`src/rtl/dac_pkg.sv`:
```
// dac_pkg: shared constants and helpers for the DAC stream path
package dac_pkg;
    localparam int DEF_DATA_W = 8;
    localparam logic [DEF_DATA_W-1:0] MID_CODE = DEF_DATA_W'(1) << (DEF_DATA_W - 1);
    function automatic int level_w(input int depth);
        return $clog2(depth) + 1;
    endfunction
    function automatic logic [31:0] mid_code(input int w);
        return 32'(1) << (w - 1);
    endfunction
    function automatic logic [31:0] to_offset_binary(input logic [31:0] x, input int w);
        return x ^ mid_code(w);
    endfunction
endpackage

```
`src/rtl/dac8_stream_driver_fifo.sv`:
```
// sync_fifo: power-of-2 synchronous FIFO with extra-MSB pointers for full/empty/level
module sync_fifo
    import dac_pkg::*;
#(
    parameter int W     = 8,
    parameter int DEPTH = 16
) (
    input  logic                        clk,
    input  logic                        rst,
    input  logic                        push,
    input  logic                        pop,
    input  logic [W-1:0]                din,
    output logic [W-1:0]                dout,
    output logic                        full,
    output logic                        empty,
    output logic [level_w(DEPTH)-1:0]   level
);
    localparam int AW = $clog2(DEPTH);
    logic [W-1:0] mem_q [DEPTH];
    logic [AW:0]  wr_q, wr_d, rd_q, rd_d;
    // occupancy is the pointer difference; pushes into full and pops from empty are ignored
    always_comb begin
        level = wr_q - rd_q;
        full  = level == (AW+1)'(DEPTH);
        empty = level == '0;
        wr_d  = wr_q + (AW+1)'(push && !full);
        rd_d  = rd_q + (AW+1)'(pop && !empty);
        dout  = mem_q[rd_q[AW-1:0]];
    end
    // pointer registers
    always_ff @(posedge clk) begin
        if (rst) begin
            wr_q <= '0;
            rd_q <= '0;
        end else begin
            wr_q <= wr_d;
            rd_q <= rd_d;
        end
    end
    // storage needs no reset: pointers define what is valid
    always_ff @(posedge clk) begin
        if (push && !full) mem_q[wr_q[AW-1:0]] <= din;
    end
endmodule

```
`src/rtl/dac8_stream_driver.sv`:
```
// dac8_stream_driver: FIFO-buffered sample stream paced onto a registered DAC code bus
module dac8_stream_driver
    import dac_pkg::*;
#(
    parameter int DATA_W     = 8,
    parameter int FIFO_DEPTH = 16,
    parameter int DIV_W      = 16,
    parameter bit SIGNED_IN  = 0
) (
    input  logic                             clk,
    input  logic                             rst,
    input  logic                             enable,
    input  logic [DIV_W-1:0]                 div,
    input  logic                             s_valid,
    output logic                             s_ready,
    input  logic [DATA_W-1:0]                s_data,
    output logic [DATA_W-1:0]                dac_code,
    output logic                             dac_strobe,
    output logic [level_w(FIFO_DEPTH)-1:0]   fifo_level,
    output logic                             underflow,
    output logic [15:0]                      underflow_cnt
);
    localparam logic [DATA_W-1:0] MID = DATA_W'(mid_code(DATA_W));
    logic              full, empty, tick, pop;
    logic [DATA_W-1:0] head;
    logic [DIV_W-1:0]  cnt_q, cnt_d;
    logic [DATA_W-1:0] code_q, code_d;
    logic              strobe_q, strobe_d, uf_q, uf_d;
    logic [15:0]       ucnt_q, ucnt_d;
    sync_fifo #(.W(DATA_W), .DEPTH(FIFO_DEPTH)) u_fifo (
        .clk   (clk),
        .rst   (rst),
        .push  (s_valid),
        .pop   (pop),
        .din   (s_data),
        .dout  (head),
        .full  (full),
        .empty (empty),
        .level (fifo_level)
    );
    assign s_ready = !full;
    // divider tick, pop decision, code update and saturating underflow count
    always_comb begin
        tick     = enable && (cnt_q == '0);
        pop      = tick && !empty;
        cnt_d    = (!enable || tick) ? div : cnt_q - DIV_W'(1);
        code_d   = pop ? (SIGNED_IN ? DATA_W'(to_offset_binary(32'(head), DATA_W)) : head) : code_q;
        strobe_d = pop;
        uf_d     = tick && empty;
        ucnt_d   = (uf_d && ucnt_q != 16'hFFFF) ? ucnt_q + 16'd1 : ucnt_q;
    end
    // output and pacing registers; reset returns to mid-scale silently
    always_ff @(posedge clk) begin
        if (rst) begin
            cnt_q    <= div;
            code_q   <= MID;
            strobe_q <= 1'b0;
            uf_q     <= 1'b0;
            ucnt_q   <= '0;
        end else begin
            cnt_q    <= cnt_d;
            code_q   <= code_d;
            strobe_q <= strobe_d;
            uf_q     <= uf_d;
            ucnt_q   <= ucnt_d;
        end
    end
    assign dac_code      = code_q;
    assign dac_strobe    = strobe_q;
    assign underflow     = uf_q;
    assign underflow_cnt = ucnt_q;
endmodule

```
`config.mk`:
```
export PLATFORM = sky130hd
export DESIGN_NAME = dac8_stream_driver
export DESIGN_NICKNAME = d
export VERILOG_FILES = /design/src/rtl/dac_pkg.sv /design/src/rtl/dac8_stream_driver_fifo.sv /design/src/rtl/dac8_stream_driver.sv
export SDC_FILE = /design/constraint.sdc
export NUM_CORES = 1
export LEC_CHECK = 0
export CAP_MARGIN = 30
export CORE_MARGIN = 2
export CORE_UTILIZATION = 30
export CTS_CLUSTER_SIZE = 14
export DETAILED_ROUTE_END_ITERATION = 16
export GPL_ROUTABILITY_DRIVEN = 0
export SYNTH_ARGS = -nofsm -noshare
export SYNTH_HDL_FRONTEND = slang
export SYNTH_SLANG_ARGS = --single-unit
```
`constraint.sdc`:
```
create_clock -name clk -period 5.3 [get_ports clk]
set_input_delay 1.06 -clock clk [delete_from_list [all_inputs] [get_ports clk]]
set_output_delay 1.06 -clock clk [all_outputs]
set_load 0.005 [all_outputs]
```
# ---- After elaboration in Yosys (flattened, before gate mapping)
# Memory sizes are Yosys's and may differ from the RTL's. A register that Yosys moved wholly into a read port is not among the register bits.
# Index checks and enable logic that the tools add are counted.
dict set report op_classes {
  add_sub_neg 5
  n_eq_ne 2
  n_mux 4
  n_reduce_logical 12
}
# cell count
set op_table {}
lappend op_table {{$mux W16} 2}
lappend op_table {{$add A16 B1 Y16 const B} 1}
lappend op_table {{$logic_not A16 Y1} 1}
lappend op_table {{$ne A16 B16 Y1 const B} 1}
lappend op_table {{$sub A16 B1 Y16 const B} 1}
lappend op_table {{$add A5 B1 Y5} 2}
lappend op_table {{$logic_and A1 B1 Y1} 6}
lappend op_table {{$eq A5 B5 Y1 const B} 1}
lappend op_table {{$logic_not A5 Y1} 1}
lappend op_table {{$sub A5 B5 Y5} 1}
lappend op_table {{$logic_not A1 Y1} 3}
lappend op_table {{$mux W1} 2}
lappend op_table {{$logic_or A1 B1 Y1} 1}
dict set report word_totals {
  reg_bits 44
  mem_bits_rw 128
  inputBits 28
  output_inout_bits 32
  memories 1
}
# memory words width rd rd_clocked_by_memory_dff wr line
set mem_list {}
lappend mem_list {u_fifo.mem_q 16 8 1 1 1 dac8_stream_driver_fifo.sv:19} ;# logic [W-1:0] mem_q [DEPTH];

# ---- Depth between registers and ports, before layout
dict set report logic_depth {
  depth_word 6
  mapped_depth 16
}

# ---- Modules after synthesis
# A second synthesis with hierarchy kept.
dict set report unflattened {
  hier_cells 514
  area_unflattened_um2 7611.0
}
# module n_inst cells_per_inst area_each_um2 seq_area_each_um2
set modules_own_cells {}
lappend modules_own_cells {sync_fifo 1 288 5552.8 4043.9}
lappend modules_own_cells {dac8_stream_driver 1 226 2058.2 840.8}

# ---- Worst setup path after synthesis
# Ideal clock, no wire load.
dict set report synth_path {
  path_kind {register to register}
  start {register u_fifo.rd_q[1]}
  end {memory u_fifo.mem_q[3][0], enable pin}
  setup_time_ns 0.395
  t_arrival_ns 3.460
  required_ns 4.905
  path_slack_ns 1.445
  path_stages_with_launch 12
  cell_sequence {dfxtp_1 -> buf_2 -> buf_2 -> buf_1 -> inv_1 -> ha_1 -> nand3b_1 -> and3b_1 -> o21ai_1 -> o21ai_1 -> clkbuf_1 -> nor4_1}
}
dict set report synth_between {
  elab_chain_cells 6
}
# item line
set synth_lines {}
lappend synth_lines {{start: declaration} dac8_stream_driver_fifo.sv:20} ;# logic [AW:0] wr_q, wr_d, rd_q, rd_d;
lappend synth_lines {{start signal: assignment} dac8_stream_driver_fifo.sv:37} ;# rd_q <= rd_d;
lappend synth_lines {{$sub A5 B5 Y5} dac8_stream_driver_fifo.sv:23} ;# level = wr_q - rd_q;
lappend synth_lines {{$eq A5 B5 Y1} dac8_stream_driver_fifo.sv:24} ;# full = level == (AW+1)'(DEPTH);
lappend synth_lines {{$logic_not A1 Y1} dac8_stream_driver_fifo.sv:42} ;# if (push && !full) mem_q[wr_q[AW-1:0]] <= din;
lappend synth_lines {{$logic_and A1 B1 Y1} dac8_stream_driver_fifo.sv:42}
lappend synth_lines {{$mux W1} dac8_stream_driver_fifo.sv:42}
lappend synth_lines {{$mux W1 (implied by the code)} dac8_stream_driver_fifo.sv:42}
lappend synth_lines {{end: declaration} dac8_stream_driver_fifo.sv:19}
# Every way passes these cells.

# ---- Worst setup path after layout
dict set report layout_path {
  start {register u_fifo.wr_q[2]}
  end {output port s_ready}
}
dict set report layout_between {
  elab_chain_cells 3
}
# item line
set layout_lines {}
lappend layout_lines {{start: declaration} dac8_stream_driver_fifo.sv:20}
lappend layout_lines {{start signal: assignment} dac8_stream_driver_fifo.sv:36} ;# wr_q <= wr_d;
lappend layout_lines {{$sub A5 B5 Y5} dac8_stream_driver_fifo.sv:23}
lappend layout_lines {{$eq A5 B5 Y1} dac8_stream_driver_fifo.sv:24}
lappend layout_lines {{$logic_not A1 Y1} dac8_stream_driver.sv:41} ;# assign s_ready = !full;
lappend layout_lines {{end: declaration} dac8_stream_driver.sv:15} ;# output logic s_ready,
# Every way passes these cells.

==> results.sh <==
export IMPL_wl_per_cell_um=18.1
export IMPL_via_per_inst=4.93
export IMPL_grt_pass1_vias=4693
export IMPL_rsz0062_at_grt="false"
export IMPL_yosysWarnings=0
export IMPL_start_kind="register"
export IMPL_place_inst=951
export IMPL_crit_type="register to output pin"
export IMPL_slew_violations=0
export IMPL_min_period_ns=4.00
export IMPL_finalNonFillerCells=983
export IMPL_worstHoldPathType="register to register"
export IMPL_numPortBuffers=59
export IMPL_grt_usage_pct=13.5
export IMPL_ys_seq_elements=180
export IMPL_max_freq_ghz=0.250
export IMPL_synth_edf_count=128
export IMPL_drt_wl_total_um=17800
export IMPL_insertion_delay_ns=0.43
export IMPL_synth_most_common_cell="edfxtp_1"
export IMPL_cts_resized=0
export IMPL_sw_frac_of_total_pct=25.5
export IMPL_cts_clk_slew_worst_paths_ns=0.08
export IMPL_n_antenna_cell=0
export IMPL_vias=4851
export IMPL_yosysSeqAreaShare_pct=62.9
export IMPL_cts_root_buf="clkbuf_16"
export IMPL_rows=58
export IMPL_pwr_share_seq_pct=51.0
export IMPL_synth_common_cells="128 x edfxtp_1, 52 x dfxtp_1, 45 x nor2_1, 25 x mux2i_1, 24 x nor2b_1"
export IMPL_critPathMaxFanout=25
export IMPL_grt_max_degree=53
export IMPL_irDropWorstVdd_uv=254
export IMPL_syn_inst=569
export IMPL_tightest_slew_ns=0.936
export IMPL_ant_nets=0
export IMPL_skew_ns=0.0117
export IMPL_ys_types=50
export IMPL_setup_violations=0
export IMPL_async_flop_share_pct=0
export IMPL_cts_setup_buffers=0
export IMPL_coreArea_um2=25300
export IMPL_worst_r2r_cell_count=8
export IMPL_drcViolationCount=0
export IMPL_synth_nets=609
export IMPL_maxSlewHeadroom_pct=37.5
export IMPL_cts_inserted_buffers=17
export IMPL_cts_hold_buffers=0
export IMPL_synth_avg_cell_area_um2=13.7
export IMPL_die_area_um2=27200
export IMPL_drtIter0Drc=456
export IMPL_dp_hpwl_um=12100
export IMPL_syn_cell_area_um2=7770
export IMPL_flow_area_growth_from_synthesis_pct=22.1
export IMPL_cts_tree="yes"
export IMPL_cp_arrival_ns=2.94
export IMPL_clock_path_buffers=2
export IMPL_drive_gt1_share_pct=16.8
export IMPL_overflow=0
export IMPL_synth_area_leader_cell="edfxtp_1"
export IMPL_netlist_area_leader_share_pct=49.5
export IMPL_ios=60
export IMPL_internal_power_uw=2260
export IMPL_power_density_nw_per_um2=319
export IMPL_synth_ff_type="edfxtp_1"
export IMPL_grt_pass1_wl_um=27300
export IMPL_first_pass_iters=4
export IMPL_cts_sinks=180
export IMPL_leakage_uw=0.00311
export IMPL_h_tree_depth=4
export IMPL_start_util_pct=30.7
export IMPL_p_comb_share_pct=5.2
export IMPL_fp_dieW_um=165
export IMPL_critPathRequiredTime_ns=4.24
export IMPL_hold_path_depth=2
export IMPL_clockPowerShare_pct=43.8
export IMPL_cp_end_kind="output pin"
export IMPL_maxCapViolations=0
export IMPL_p_sw_uw=772
export IMPL_fin_crit_sh_pct=75.4
export IMPL_synth_area_leaders="edfxtp_1 49%, dfxtp_1 13%, mux4_2 4.6%"
export IMPL_outcome="completed"
export IMPL_nNetsFinal=680
export IMPL_setup_tns_ns=0
export IMPL_die_height_um=165
export IMPL_grt_antenna_before_repair=0
export IMPL_hold_violations=0
-- logic make-up (layout without fill, tap and decap cells) --
| group | Yosys count | after routing | share of synthesized area [%] |
|---|---|---|---|
| xor gates and xnor gates | 21 | 21 | 2.37 |
| buffers and inverters | 45 | 129 | 2.37 |
| muxes | 67 | 67 | 11.6 |
| adders and majority gates | 12 | 12 | 2.03 |
| DFF | 180 | 180 | 62.9 |
| AOI/OAI and AO/OA | 65 | 65 | 5.43 |
| and+or+nand+nor | 179 | 179 | 13.3 |
-- power groups by stage --
stage | clock [µW] | sequential, µW | combinational (µW)
detailed placement | 0 | 1580 | 160
finish | 1330 | 1550 | 158
CTS | 1360 | 1550 | 160
floorplan | 0 | 1570 | 80.1
global route | 1410 | 1550 | 174
global placement | 0 | 1580 | 157
-- flip-flops by register name, summed over array words and instances, names as in the netlist --
signal / count
u_fifo.rd_q: 5
cnt_q: 16
underflow_cnt: 16
u_fifo.mem_q: 128
dac_strobe: 1
dac_code: 8
underflow: 1
u_fifo.wr_q: 5
-- through the flow --
stage          setup slack [ns]  hold WS, ns  utilization (%)  power [µW]  instance area [µm²]
2_1_floorplan              1.44        0.481                -        1650                 7770
3_3_place_gp               1.83        0.506             34.7        1730                 8780
3_5_place_dp               1.77        0.507             34.9        1740                 8850
4_1_cts                    1.30        0.523             37.5        3060                 9490
5_1_grt                    1.06        0.563             37.5        3140                 9490
6_report                   1.30        0.523             37.5        3030                 9490
-- worst paths after layout --
check	startpoint	endpoint	slack [ns]
worst max-delay path	u_fifo.wr_q[2]$_SDFF_PP0_	s_ready	1.30
worst min-delay path	dac_code[7]$_SDFFE_PP1P_	dac_code[7]$_SDFFE_PP1P_	0.52
worst max register to register	u_fifo.wr_q[2]$_SDFF_PP0_	u_fifo.mem_q[8][5]$_DFFE_PP_	1.91
worst min register to register	dac_code[7]$_SDFFE_PP1P_	dac_code[7]$_SDFFE_PP1P_	0.52
-- worst max-delay path, stage by stage (launching register included) --
cell and delay, ns:
dfxtp_1 0.71, ha_1 0.39, a21oi_1 0.17, a21boi_0 0.15, o21ai_2 0.16, buf_4 0.30, nand2b_1 0.15, clkdlybuf4s50_1 0.49
-- per-layer routing --
layer	share of wire (%)	track usage [%]
met4	0.90	3.52
met3	4.7	3.09
met2	48	22.3
met5	0	0
met1	46	18.0
-- cells in the final DEF, fill, tap and decap left out, types with 12 or more instances in the layout --
cell type	instances
mux4_2	16
a21oi_1	19
edfxtp_1	128
inv_1	15
dfxtp_1	50
buf_4	14
nand4_1	12
mux2i_1	25
clkdlybuf4s50_1	58
nor2b_1	24
mux2_2	18
nor4_1	12
nand3_1	13
nand2_1	18
nor2_1	45
nor3_1	15
clkbuf_16	17
-- cell type report --
class	count	area [µm²]
Fill cell	2341	15800
Sequential cell	180	4890
Multi-Input combinational cell	344	2740
Timing Repair Buffer	82	746
Clock buffer	17	425
Tap cell	330	413
Clock inverter	15	219
Inverter	15	56.3
(Power assumes the default switching activity.)
